[config.mk]
export PLATFORM = sky130hd
export DESIGN_NAME = cndm_pcie_msi_sched
export DESIGN_NICKNAME = d
export VERILOG_FILES = /design/src/rtl/cndm_msi_pkg.sv /design/src/rtl/cndm_msi_rr_pick.sv /design/src/rtl/cndm_pcie_msi_sched.sv
export SDC_FILE = /design/constraint.sdc
export NUM_CORES = 1
export LEC_CHECK = 0
export ABC_AREA = 1
export BUFFER_PORTS_ARGS = -buffer_cell sky130_fd_sc_hd__buf_2
export CORE_MARGIN = 2
export CORE_UTILIZATION = 54
export DETAILED_ROUTE_END_ITERATION = 8
export PLACE_DENSITY = 0.86
export SKIP_LAST_GASP = 1
export SYNTH_ARGS = -nofsm -noshare
export SYNTH_HDL_FRONTEND = slang
export SYNTH_SLANG_ARGS = --single-unit
[constraint.sdc]
create_clock -name clk -period 5.5 [get_ports clk]
set_clock_uncertainty 0.1 [all_clocks]
set_input_delay 0.275 -clock clk [delete_from_list [all_inputs] [get_ports clk]]
set_output_delay 0.275 -clock clk [all_outputs]
set_load 0.05 [all_outputs]
[src/rtl/cndm_msi_pkg.sv]
// Shared types and helpers for the PCIe MSI scheduler: FSM state encoding
// and the source-to-vector fold used when fewer vectors are allocated than sources.
package cndm_msi_pkg;

    typedef enum logic [1:0] {
        IDLE    = 2'd0,
        ISSUE   = 2'd1,
        WAIT    = 2'd2,
        BACKOFF = 2'd3
    } msi_state_t;

    localparam int MSI_VEC_MAX = 32;

    // The host may grant up to 2^mmen vectors; anything beyond 32 is clamped.
    function automatic logic [4:0] msi_vec_map(input logic [4:0] idx, input logic [2:0] mmen);
        logic [2:0] m;
        logic [5:0] mask;
        m    = (mmen > 3'd5) ? 3'd5 : mmen;
        mask = (6'd1 << m) - 6'd1;
        return idx & mask[4:0];
    endfunction

endpackage

[src/rtl/cndm_msi_rr_pick.sv]
// Combinational round-robin picker: first set request at or after ptr, wrapping.
// Doubling the request vector turns the wrap into a plain lowest-set-bit search.
module cndm_msi_rr_pick #(
    parameter int IRQ_N = 32,
    parameter int IDX_W = 5
) (
    input  logic [IRQ_N-1:0] req,
    input  logic [IDX_W-1:0] ptr,
    output logic             valid,
    output logic [IDX_W-1:0] idx
);

    logic [2*IRQ_N-1:0] dbl;
    logic [2*IRQ_N-1:0] masked;
    int                 pos;

    assign dbl   = {req, req};
    assign valid = |req;

    generate
        for (genvar gi = 0; gi < 2*IRQ_N; gi++) begin : g_mask
            assign masked[gi] = dbl[gi] & (gi >= int'(ptr));
        end
    endgenerate

    always_comb begin
        pos = 0;
        for (int i = 2*IRQ_N-1; i >= 0; i--) begin
            if (masked[i]) begin
                pos = i;
            end
        end
        idx = (pos >= IRQ_N) ? IDX_W'(pos - IRQ_N) : IDX_W'(pos);
    end

endmodule

[src/rtl/cndm_pcie_msi_sched.sv]
// MSI scheduler for the UltraScale+ PCIe cfg_interrupt_msi_* port (PF0).
// Optional counters stat_sent/stat_fail/stat_timeout exist when CNDM_MSI_STATS_EN is defined.
module cndm_pcie_msi_sched
    import cndm_msi_pkg::*;
#(
    parameter int IRQ_N        = 32,
    parameter int RETRY_DELAY  = 64,
    parameter int WAIT_TIMEOUT = 4096
) (
    input  logic             clk,
    input  logic             rst,
    input  logic [IRQ_N-1:0] irq_req,
    output logic [IRQ_N-1:0] irq_pending,
    output logic             busy,
    input  logic [3:0]       cfg_interrupt_msi_enable,
    input  logic [11:0]      cfg_interrupt_msi_mmenable,
    output logic [31:0]      cfg_interrupt_msi_int,
    input  logic             cfg_interrupt_msi_sent,
    input  logic             cfg_interrupt_msi_fail,
    output logic [1:0]       cfg_interrupt_msi_select,
    output logic [7:0]       cfg_interrupt_msi_function_number,
    output logic [2:0]       cfg_interrupt_msi_attr,
    output logic             cfg_interrupt_msi_tph_present,
    output logic [1:0]       cfg_interrupt_msi_tph_type,
    output logic [7:0]       cfg_interrupt_msi_tph_st_tag,
    output logic [31:0]      cfg_interrupt_msi_pending_status,
    output logic             cfg_interrupt_msi_pending_status_data_enable,
    output logic [1:0]       cfg_interrupt_msi_pending_status_function_num
`ifdef CNDM_MSI_STATS_EN
    ,
    output logic [31:0]      stat_sent,
    output logic [31:0]      stat_fail,
    output logic [31:0]      stat_timeout
`endif
);

    localparam int IDX_W = (IRQ_N > 1) ? $clog2(IRQ_N) : 1;
    localparam int TMR_W = $clog2(WAIT_TIMEOUT);
    localparam int BO_W  = (RETRY_DELAY > 1) ? $clog2(RETRY_DELAY) : 1;

    msi_state_t       state_reg, state_next;
    logic [IRQ_N-1:0] pending_reg, pending_next;
    logic [IRQ_N-1:0] clr;
    logic [IRQ_N-1:0] sel_onehot;
    logic [IDX_W-1:0] rr_ptr_reg, sel_reg;
    logic [TMR_W-1:0] timer_reg;
    logic [BO_W-1:0]  backoff_reg;
    logic             pick_valid;
    logic [IDX_W-1:0] pick_idx;
    logic             load_sel, done_sent, done_fail, done_timeout;
    logic             unused_cfg;

    assign unused_cfg = ^{cfg_interrupt_msi_enable[3:1], cfg_interrupt_msi_mmenable[11:3]};

    cndm_msi_rr_pick #(
        .IRQ_N (IRQ_N),
        .IDX_W (IDX_W)
    ) u_pick (
        .req   (pending_reg),
        .ptr   (rr_ptr_reg),
        .valid (pick_valid),
        .idx   (pick_idx)
    );

    // A request arriving in the same cycle as its clear keeps the bit set.
    generate
        for (genvar gi = 0; gi < IRQ_N; gi++) begin : g_pend
            assign sel_onehot[gi]   = (sel_reg == IDX_W'(gi));
            assign pending_next[gi] = (pending_reg[gi] & ~clr[gi]) | irq_req[gi];
        end
    endgenerate

    always_comb begin
        state_next            = state_reg;
        clr                   = '0;
        load_sel              = 1'b0;
        done_sent             = 1'b0;
        done_fail             = 1'b0;
        done_timeout          = 1'b0;
        cfg_interrupt_msi_int = '0;
        case (state_reg)
            IDLE: begin
                if (cfg_interrupt_msi_enable[0] && pick_valid) begin
                    load_sel   = 1'b1;
                    state_next = ISSUE;
                end
            end
            ISSUE: begin
                cfg_interrupt_msi_int = 32'd1 << msi_vec_map(5'(sel_reg), cfg_interrupt_msi_mmenable[2:0]);
                state_next            = WAIT;
            end
            WAIT: begin
                if (cfg_interrupt_msi_sent) begin
                    clr        = sel_onehot;
                    done_sent  = 1'b1;
                    state_next = IDLE;
                end else if (cfg_interrupt_msi_fail) begin
                    done_fail  = 1'b1;
                    state_next = BACKOFF;
                end else if (timer_reg == TMR_W'(WAIT_TIMEOUT-1)) begin
                    done_timeout = 1'b1;
                    state_next   = BACKOFF;
                end
            end
            BACKOFF: begin
                if (backoff_reg == '0) begin
                    state_next = IDLE;
                end
            end
            default: state_next = IDLE;
        endcase
    end

    always_ff @(posedge clk) begin
        if (rst) begin
            state_reg   <= IDLE;
            pending_reg <= '0;
            rr_ptr_reg  <= '0;
            sel_reg     <= '0;
            timer_reg   <= '0;
            backoff_reg <= '0;
        end else begin
            state_reg   <= state_next;
            pending_reg <= pending_next;
            if (load_sel) begin
                sel_reg <= pick_idx;
            end
            if (done_sent) begin
                rr_ptr_reg <= (sel_reg == IDX_W'(IRQ_N-1)) ? '0 : sel_reg + IDX_W'(1);
            end
            if (state_reg == ISSUE) begin
                timer_reg <= '0;
            end else if (state_reg == WAIT) begin
                timer_reg <= timer_reg + TMR_W'(1);
            end
            // Loaded with N-1 so BACKOFF lasts exactly RETRY_DELAY cycles.
            if (done_fail || done_timeout) begin
                backoff_reg <= BO_W'(RETRY_DELAY-1);
            end else if (state_reg == BACKOFF && backoff_reg != '0) begin
                backoff_reg <= backoff_reg - BO_W'(1);
            end
        end
    end

`ifdef CNDM_MSI_STATS_EN
    logic [31:0] stat_sent_reg, stat_fail_reg, stat_timeout_reg;

    always_ff @(posedge clk) begin
        if (rst) begin
            stat_sent_reg    <= '0;
            stat_fail_reg    <= '0;
            stat_timeout_reg <= '0;
        end else begin
            if (done_sent)    stat_sent_reg    <= stat_sent_reg + 32'd1;
            if (done_fail)    stat_fail_reg    <= stat_fail_reg + 32'd1;
            if (done_timeout) stat_timeout_reg <= stat_timeout_reg + 32'd1;
        end
    end

    assign stat_sent    = stat_sent_reg;
    assign stat_fail    = stat_fail_reg;
    assign stat_timeout = stat_timeout_reg;
`endif

    assign irq_pending = pending_reg;
    assign busy        = (state_reg != IDLE);

    assign cfg_interrupt_msi_select                      = '0;
    assign cfg_interrupt_msi_function_number             = '0;
    assign cfg_interrupt_msi_attr                        = '0;
    assign cfg_interrupt_msi_tph_present                 = 1'b0;
    assign cfg_interrupt_msi_tph_type                    = '0;
    assign cfg_interrupt_msi_tph_st_tag                  = '0;
    assign cfg_interrupt_msi_pending_status              = '0;
    assign cfg_interrupt_msi_pending_status_data_enable  = 1'b0;
    assign cfg_interrupt_msi_pending_status_function_num = '0;

endmodule
==> flow_summary.json, run 1 <==
{
  "hpwl_um": 10050,
  "final_cell_mix": "146 x nand2_1, 116 x inv_1, 108 x nor2_1",
  "regArea_um2": 1241,
  "coreArea_um2": 8636,
  "yosysWarnings": 0,
  "vdd_drop_max_uv": 222.9,
  "rows": 34,
  "timing.critical_path.mode_cell": "nand2_1",
  "crit_required_ns": 5.60,
  "worst-path-buf-inv": 1,
  "via_per_inst": 5.110,
  "synth_edf_count": 0,
  "worst_path_max_delay_cell": "dfxtp_1",
  "hold_viol": 0,
  "worst_slack_ns": 1.872,
  "dp_cells": 953,
  "postCtsHoldBufs": 0,
  "ys_types": 41,
  "status": "finished clean",
  "period_share_pct": 65.97,
  "diodes": 0,
  "final_common_cell": "nand2_1",
  "die_w_um": 97.76,
  "fp.dieH_um": 97.76,
  "slew_viol_final": 0,
  "fmax_ghz": 0.2756,
  "critPathLaunchType": "flop",
  "wl_per_cell_um": 12.99,
  "whs_ns": 0.04794,
  "hold_path_class": "input pin to flop",
  "setup_viol": 0,
  "end_kind": "flop",
  "die-area_um2": 9557,
  "largest_register_ff_count": 32,
  "clk_pin_slew_worst_paths_ns": 0.07,
  "cpPeakStageDelay_ns": 0.46,
  "syn_area_um2": 4747,
  "finalSetupTns_ns": 0,
  "vias": 4952,
  "dpl_worst_slack_ns": 1.913,
  "syn_avg_cell_area_um2": 6.287,
  "path_delay_family": "simple AND/OR/NAND/NOR gates",
  "finalPower_mw": 1.484,
  "yosysSeqAreaShare_pct": 26.15,
  "grtUsageTotal_pct": 25.99,
  "worstSetupPathType": "flop to flop",
  "powerDensity_nw_per_um2": 279.8,
  "synth_top_area_share_pct": 26.15,
  "period_needed_ns": 3.628,
  "worst_slew_pin_slew_ns": 0.9098,
  "yosys-top-cells-area": "dfxtp_1 26%, nand2_1 12%, buf_4 9.3%",
  "grt_pass1_vias": 4582,
  "maxCapViolations": 0,
  "path_max_fanout": 7,
  "slew_headroom_pct": 38.88,
  "htree_num_levels": 3,
  "num-fill-cells": 878,
  "clock-root-buffer": "clkbuf_8",
  "cts_tree": "done",
  "initialDrtViolationCount": 353,
  "ys_ff_latch": 62,
  "ios": 176,
  "start_util_pct": 54.97,
  "synth_cells": 755,
  "cts_num_sinks": 62,
  "syn_to_final_growth_pct": 11.68,
  "drive_gt1_share_pct": 17.07,
  "port_buffers": 104,
  "ant_nets": 0,
  "drc": 0,
  "grt_overflow": 0,
  "numCtsBuffers": 9,
  "yosys.area.top_type": "dfxtp_1",
  "cts_setup_buffers": 0,
  "grt_pass1_wl_um": 20500,
  "grt_max_degree": 48,
  "drt_wl_total_um": 12590,
  "antenna_found_initial": 0,
  "multi_input_area_um2": 2530,
  "async_flop_share_pct": 0,
  "first_pass_iters": 5,
  "rsz0062_at_grt": "no",
  "clkLatencyLatePin_ns": 0.35,
  "fin_cells": 969,
  "p_leak_nw": 2.772,
  "arrival_ns": 3.72,
  "cts_buffer_depth": 2,
  "fin_nets": 918,
  "globalplace.congestion": 1.011,
  "synth-main-ff-cell": "dfxtp_1",
  "cts.repair.resized": 0
}
kinds of logic after synthesis:
kind of cell / count (synthesis) / share of synthesized area [%]
AOI/OAI and AO/OA: 132 / 15.58
adders and majority gates: 10 / 2.636
xor gates and xnor gates: 6 / 1.107
other: 1 / 0.07900
and+or+nand+nor: 334 / 29.31
DFF: 62 / 26.15
buffers and inverters: 210 / 25.15
worst register-to-register path: cells and delay by family, from the launching register on:
kind / cells / cell delay [ns]
compound gates: 1 / 0.05
buf+inv: 1 / 0.07
flops: 1 / 0.46
simple gates: 55 / 2.78
power breakdown:
group	total (mW)	switching (mW)	internal, mW
clock network	0.398	0.176	0.222
registers	0.540	0.0529	0.487
logic	0.545	0.402	0.143
total	1.48	0.631	0.853
path summary, 6_finish.rpt:
check                           slack, ns                  startpoint  depth (start not counted)                         end
worst min-delay path                 0.05                 irq_req[15]                          3  irq_pending[15]$_SDFF_PP0_
worst max register to register       1.87  irq_pending[28]$_SDFF_PP0_                         57     sel_reg[0]$_SDFFE_PP0P_
worst max-delay path                 1.87  irq_pending[28]$_SDFF_PP0_                         57     sel_reg[0]$_SDFFE_PP0P_
worst min register to register       0.38  timer_reg[11]$_SDFFE_PP0P_                          2  timer_reg[11]$_SDFFE_PP0P_
stage by stage:
step	utilization (%)	instance area (um^2)
after global routing	61.39	5301
after CTS	61.39	5301
after detailed placement	59.16	5109
final	61.39	5301
after floorplan	-	4965
after global placement	59.16	5109
cell usage after synthesis, types with 2 or more instances:
master,instances
nand2_1,146
inv_1,116
nor2_1,108
dfxtp_1,62
buf_4,59
a21oi_1,55
nand3_1,41
o21ai_0,38
nor3_1,16
o21ai_1,12
clkbuf_1,11
inv_2,11
bufinv_8,10
ha_1,10
nand4_1,6
nor4_1,6
o211ai_1,6
xor2_1,5
a211oi_1,4
a31oi_1,4
o31ai_1,3
clkbuf_8,2
nand2_2,2
nor2_2,2
nor3b_1,2
o311ai_1,2
or2_1,2
per-layer routing:
layer / vias up / wire [um] / global-route usage [%]
li1: 2468 / - / -
met1: 2230 / 5201 / 33.67
met5: - / 0 / 0
met3: 32 / 1091 / 4.653
met4: 0 / 414 / 10.04
met2: 222 / 5883 / 43.24
final cells by class:
type / count / share of cell area, %
repair buffers: 104 / 9.818
clock buffers: 13 / 2.809
clock inverters: 3 / 0.8261
inverters: 138 / 12.86
flip-flops and latches: 62 / 23.41
well taps: 108 / 2.549
multi-input cells: 541 / 47.72
No activity file was read; power rests on OpenSTA's default activity.
==> inputs of run 2 (changes only) <==
ABC_AREA = 0   (was 1)
CORE_UTILIZATION = 50   (was 54)
PLACE_DENSITY = 0.81   (was 0.86)
clock period = 3.75 ns   (was 5.5 ns; I/O delays follow)
==> flow_summary.json, run 2 <==
{
  "vdd_drop_max_uv": 264.8,
  "worst_slew_pin_slew_ns": 0.9812,
  "status": "finished clean",
  "fin_nets": 863,
  "pwr-share-seq_pct": 41.1,
  "dr_wl_met3_um": 1467,
  "setup_viol": 0,
  "muxShareOfSynthArea_pct": 0.2410,
  "start_util_pct": 51.05,
  "combinationalPowerShare_pct": 28.7,
  "largest_register_ff_count": 32,
  "syn_area_um2": 4672,
  "ant_nets": 0,
  "cts_buffer_depth": 2,
  "critPathLaunchType": "flop",
  "via_per_inst": 5.882,
  "yosysSeqAreaShare_pct": 26.57,
  "net-switching-power_uw": 724.1,
  "cpPeakStageDelay_ns": 0.71,
  "top_layer": "met4",
  "ys_ff_latch": 62,
  "path_max_fanout": 17,
  "grt_overflow": 0,
  "dpl_cell_area_um2": 4996,
  "drt_wl_total_um": 15160,
  "pwr-share-clk_pct": 30.2,
  "grtUsageTotal_pct": 30.39,
  "slew_viol_final": 0,
  "dp_cells": 869,
  "synth_commonest_cells": "115 x nor2_1, 76 x nand2_1, 75 x a21oi_1",
  "diodes": 0,
  "clkLatencyLatePin_ns": 0.34,
  "drive_gt1_share_pct": 17.02,
  "hpwl_um": 10660,
  "antenna_found_initial": 0,
  "grt_pass1_wl_um": 24550,
  "hold_path_class": "input pin to flop",
  "wl_met1_um": 5644,
  "port_buffers": 104,
  "clock-root-buffer": "clkbuf_8",
  "wl_met2_um": 7413,
  "syn_to_final_growth_pct": 17.84,
  "synth_cells": 683,
  "powerDensity_nw_per_um2": 342.0,
  "grt_pass1_vias": 4993,
  "p_int_mw": 1.159,
  "maxCapViolations": 0,
  "vias": 5388,
  "fin_cells": 916,
  "worstSetupPathType": "flop to flop",
  "synth-main-ff-cell": "dfxtp_1",
  "initialDrtViolationCount": 427,
  "syn_avg_cell_area_um2": 6.840,
  "clk_pin_slew_worst_paths_ns": 0.06,
  "path_delay_family": "compound AO/OA/AOI/OAI gates",
  "htree_num_levels": 3,
  "yosys-top-cells-area": "dfxtp_1 27%, buf_4 9.5%, nor2_1 9.2%",
  "drc": 0,
  "cts_num_sinks": 62,
  "grt_max_degree": 56,
  "arrival_ns": 2.79,
  "slew_headroom_pct": 34.58,
  "hold_viol": 0,
  "rows": 35,
  "ios": 176,
  "fp.dieH_um": 100.7,
  "p_sw_share_pct": 38.46,
  "numCtsBuffers": 9,
  "end_kind": "flop",
  "final_cell_mix": "115 x nor2_1, 104 x buf_2, 76 x nand2_1",
  "yosysWarnings": 0,
  "async_flop_share_pct": 0,
  "period_share_pct": 72.50,
  "die-area_um2": 10130,
  "synthSimpleGateAreaFrac_pct": 29.70,
  "synthAdderAreaFrac_pct": 2.678,
  "yosysMostFrequentCell": "nor2_1",
  "first_pass_iters": 5,
  "synth_top_area_share_pct": 26.57,
  "cts_tree": "done",
  "coreArea_um2": 9153,
  "fin_area_um2": 5505,
  "globalplace.congestion": 0.9483,
  "synth_edf_count": 0,
  "worst-path-buf-inv": 0,
  "rsz0062_at_grt": "no",
  "p_leak_nw": 2.346,
  "synth_xor_area_share_pct": 2.625,
  "period_needed_ns": 2.719,
  "r2r_slack_ns": 1.03,
  "finalPower_mw": 1.883,
  "worst_path_max_delay_cell": "dfxtp_1",
  "fmax_ghz": 0.3678,
  "final_common_cell": "nor2_1",
  "synth_compound_area_share_pct": 23.62,
  "finalSetupTns_ns": 0,
  "cp_cell_sequence": "nand3_1 > o311ai_0 > o21ai_0 > nor2_1 > o21ai_1 > a21oi_1 > o32ai_1",
  "crit_required_ns": 3.82,
  "yosys.area.top_type": "dfxtp_1",
  "die_w_um": 100.7,
  "synth_top_family_by_area": "simple AND/OR/NAND/NOR gates",
  "ys_types": 61,
  "wl_per_cell_um": 16.55
}
run 2: cell types whose count changed in the layout (fill, tap and decap cells not counted), sizes merged, moves of 12 or more:
cell / delta
nand2: -72
a21oi: +21
inv: -105
and3: +12
dlygate4sd3: +32
nand3: -23
run 2: cells by family after synthesis:
family / count (synthesis)
AND/OR/NAND/NOR: 298
AO/OA/AOI/OAI: 182
buffers and inverters: 115
flip-flops: 62
XOR/XNOR: 14
adder cells (fa/ha/maj): 10
other: 1
multiplexers: 1
run 2: what timing repair did:
action	4_1_cts	5_1_grt
buffers inserted	0	0
hold endpoints to repair	32	0
resized for setup	0	0
hold buffers	32	0
run 2: final timing paths:
path,from,to,cells after the start
max,rr_ptr_reg[4]$_SDFFE_PP0P_,sel_reg[3]$_SDFFE_PP0P_,7
min,cfg_interrupt_msi_sent,state_reg[1]$_SDFFE_PP0P_,4
max reg2reg,rr_ptr_reg[4]$_SDFFE_PP0P_,sel_reg[3]$_SDFFE_PP0P_,7
min reg2reg,timer_reg[5]$_SDFFE_PP0P_,timer_reg[5]$_SDFFE_PP0P_,2
run 2: through the flow:
stage | util (%) | setup WS [ns] | hold slack (ns)
3_5_place_dp | 54.59 | 1.209 | 0.3009
6_report | 60.15 | 1.031 | 0.1240
3_3_place_gp | 54.59 | 1.250 | 0.2931
2_1_floorplan | - | 1.350 | 0.2049
5_1_grt | 60.15 | 0.8346 | 0.1515
4_1_cts | 60.15 | 1.185 | 0.09690
run 2: power groups by stage:
stage / clock network, mW / logic (mW) / registers [mW]
6_report: 0.569 / 0.540 / 0.774
5_1_grt: 0.610 / 0.578 / 0.778
4_1_cts: 0.576 / 0.530 / 0.768
3_5_place_dp: 0 / 0.502 / 0.783
3_3_place_gp: 0 / 0.497 / 0.780
2_1_floorplan: 0 / 0.390 / 0.828
run 2: metal layers:
metal | track usage, % | up-vias
met2 | 49.28 | 336
met4 | 16.02 | 0
met5 | 0 | -
li1 | - | 2497
met3 | 6.657 | 59
met1 | 37.64 | 2496
run 2: worst register-to-register path: stages, from the launching register on:
cell and delay (ns):
dfxtp_1 0.71, nand3_1 0.24, o311ai_0 0.70, o21ai_0 0.22
nor2_1 0.22, o21ai_1 0.10, a21oi_1 0.15, o32ai_1 0.11
run 2: cell type report:
cell class | instances | area, um^2
Clock inverter | 4 | 47.55
Multi-Input combinational cell | 564 | 2972
Inverter | 23 | 86.33
Tap cell | 111 | 138.9
Sequential cell | 62 | 1241
Timing Repair Buffer | 141 | 878.3
Clock buffer | 11 | 141.4
Fill cell | 827 | 3647
==> inputs of run 3 (changes only) <==
CORE_UTILIZATION = 45   (was 50)
PLACE_DENSITY = 0.77   (was 0.81)
clock period = 2.5 ns   (was 3.75 ns; I/O delays follow)
==> flow_summary.json, run 3 (synthesis gave the netlist of run 2 again) <==
{
  "status": "finished clean",
  "period_share_pct": 92.55,
  "finalSetupTns_ns": 0,
  "clk_pin_slew_worst_paths_ns": 0.08,
  "initialDrtViolationCount": 492,
  "largest_register_ff_count": 32,
  "num-fill-cells": 978,
  "die-area_um2": 11210,
  "period_needed_ns": 2.314,
  "grt_overflow": 0,
  "worstSetupPathType": "flop to flop",
  "slew_viol_final": 0,
  "grt_max_degree": 31,
  "cts_tree": "done",
  "end_kind": "flop",
  "hold_viol": 0,
  "port_buffers": 104,
  "powerDensity_nw_per_um2": 500.0,
  "cts.repair.resized": 0,
  "ios": 176,
  "p_sw_share_pct": 39.22,
  "syn_to_final_growth_pct": 24.05,
  "grt_pass1_vias": 4890,
  "drc": 0,
  "final_cell_mix": "115 x nor2_1, 104 x buf_2, 76 x nand2_1",
  "coreArea_um2": 10180,
  "rsz0062_at_grt": "no",
  "pwr-share-clk_pct": 30.3,
  "ant_nets": 0,
  "drt_wl_total_um": 15420,
  "grt_pass1_wl_um": 23900,
  "die_w_um": 105.9,
  "fmax_ghz": 0.4322,
  "first_pass_iters": 5,
  "clkLatencyLatePin_ns": 0.35,
  "numCtsBuffers": 9,
  "combinationalPowerShare_pct": 31.5,
  "grtUsageTotal_pct": 26.34,
  "critPathLaunchType": "flop",
  "crit_required_ns": 2.62,
  "hold_path_class": "input pin to flop",
  "cts_buffer_depth": 2,
  "hpwl_um": 10930,
  "antenna_found_initial": 0,
  "postCtsHoldBufs": 32,
  "p_int_mw": 1.762,
  "fin_nets": 893,
  "maxCapViolations": 0,
  "vias": 5411,
  "min_delay_path_depth": 4,
  "worst_slew_pin_slew_ns": 0.7919,
  "arrival_ns": 2.43,
  "via_per_inst": 5.567,
  "finalPower_mw": 2.898,
  "setup_viol": 0,
  "cts_setup_buffers": 0,
  "cts_num_sinks": 62,
  "diodes": 0,
  "p_leak_nw": 2.508,
  "drive_gt1_share_pct": 20.22,
  "rows": 37,
  "path_max_fanout": 9,
  "slew_headroom_pct": 46.72,
  "fp.dieH_um": 105.9,
  "net-switching-power_mw": 1.136,
  "htree_num_levels": 3,
  "final_common_cell": "nor2_1",
  "globalplace.congestion": 1.002,
  "reg2reg_depth": 6,
  "wl_per_cell_um": 15.86,
  "pwr-share-seq_pct": 38.1,
  "start_util_pct": 45.87,
  "clock-root-buffer": "clkbuf_8",
  "vdd_drop_max_uv": 316.3
}
-- run 3: cell types whose count changed in the layout (fill, tap and decap cells not counted), sizes merged --
cell / previous run / this run
buf: 109 / 139
clkbuf: 11 / 9
clkinv: 3 / 5
inv: 22 / 23
-- run 3: area by class of cell --
class,count,area [um^2],share of cell area [%]
Multi-Input combinational cell,564,2972,51.27
Sequential cell,62,1241,21.42
Timing Repair Buffer,171,1129,19.47
Tap cell,136,170.2,2.936
Clock buffer,9,123.9,2.137
Inverter,23,86.33,1.490
Clock inverter,7,73.82,1.274
-- run 3: worst paths after layout --
path / end / slack (ns) / start
max: sel_reg[4]$_SDFFE_PP0P_ / 0.19 / irq_pending[7]$_SDFF_PP0_
min: state_reg[1]$_SDFFE_PP0P_ / 0.06 / cfg_interrupt_msi_sent
max reg2reg: sel_reg[4]$_SDFFE_PP0P_ / 0.19 / irq_pending[7]$_SDFF_PP0_
min reg2reg: timer_reg[7]$_SDFFE_PP0P_ / 0.39 / timer_reg[7]$_SDFFE_PP0P_
-- run 3: power groups by stage --
stage               logic, mW  registers (mW)  clock network [mW]
finish                  0.914            1.10               0.880
global route            0.965            1.11               0.935
global placement        0.848            1.12                   0
floorplan               0.585            1.24                   0
CTS                     0.894            1.10               0.891
detailed placement      0.853            1.12                   0
-- run 3: per-stage QoR --
stage / cell area, um^2 / util (%) / setup slack, ns / std cells / hold slack (ns)
finish: 5796 / 56.90 / 0.1863 / 972 / 0.06321
global route: 5796 / 56.90 / 0.03791 / 972 / 0.08962
CTS: 5796 / 56.90 / 0.2538 / 972 / 0.04993
detailed placement: 5278 / 51.82 / 0.2753 / 924 / 0.2375
global placement: 5278 / 51.82 / 0.3145 / 924 / 0.2330
floorplan: 4890 / - / 0.2143 / 741 / 0.1424
-- run 3: critical path, stage by stage, from the launching register on --
cell and delay (ns):
dfxtp_1 0.31, nor4_1 0.70, nand4_1 0.23, o311a_4 0.46, nand4_1 0.13, a311o_1 0.17
a21oi_2 0.07
-- run 3: routing by layer --
layer	wire [um]	GRT usage, %	vias to the layer above
li1	-	-	2556
met1	6079	32.54	2484
met2	7419	45.25	307
met3	1340	4.414	64
met4	576	11.18	0
met5	0	0	-
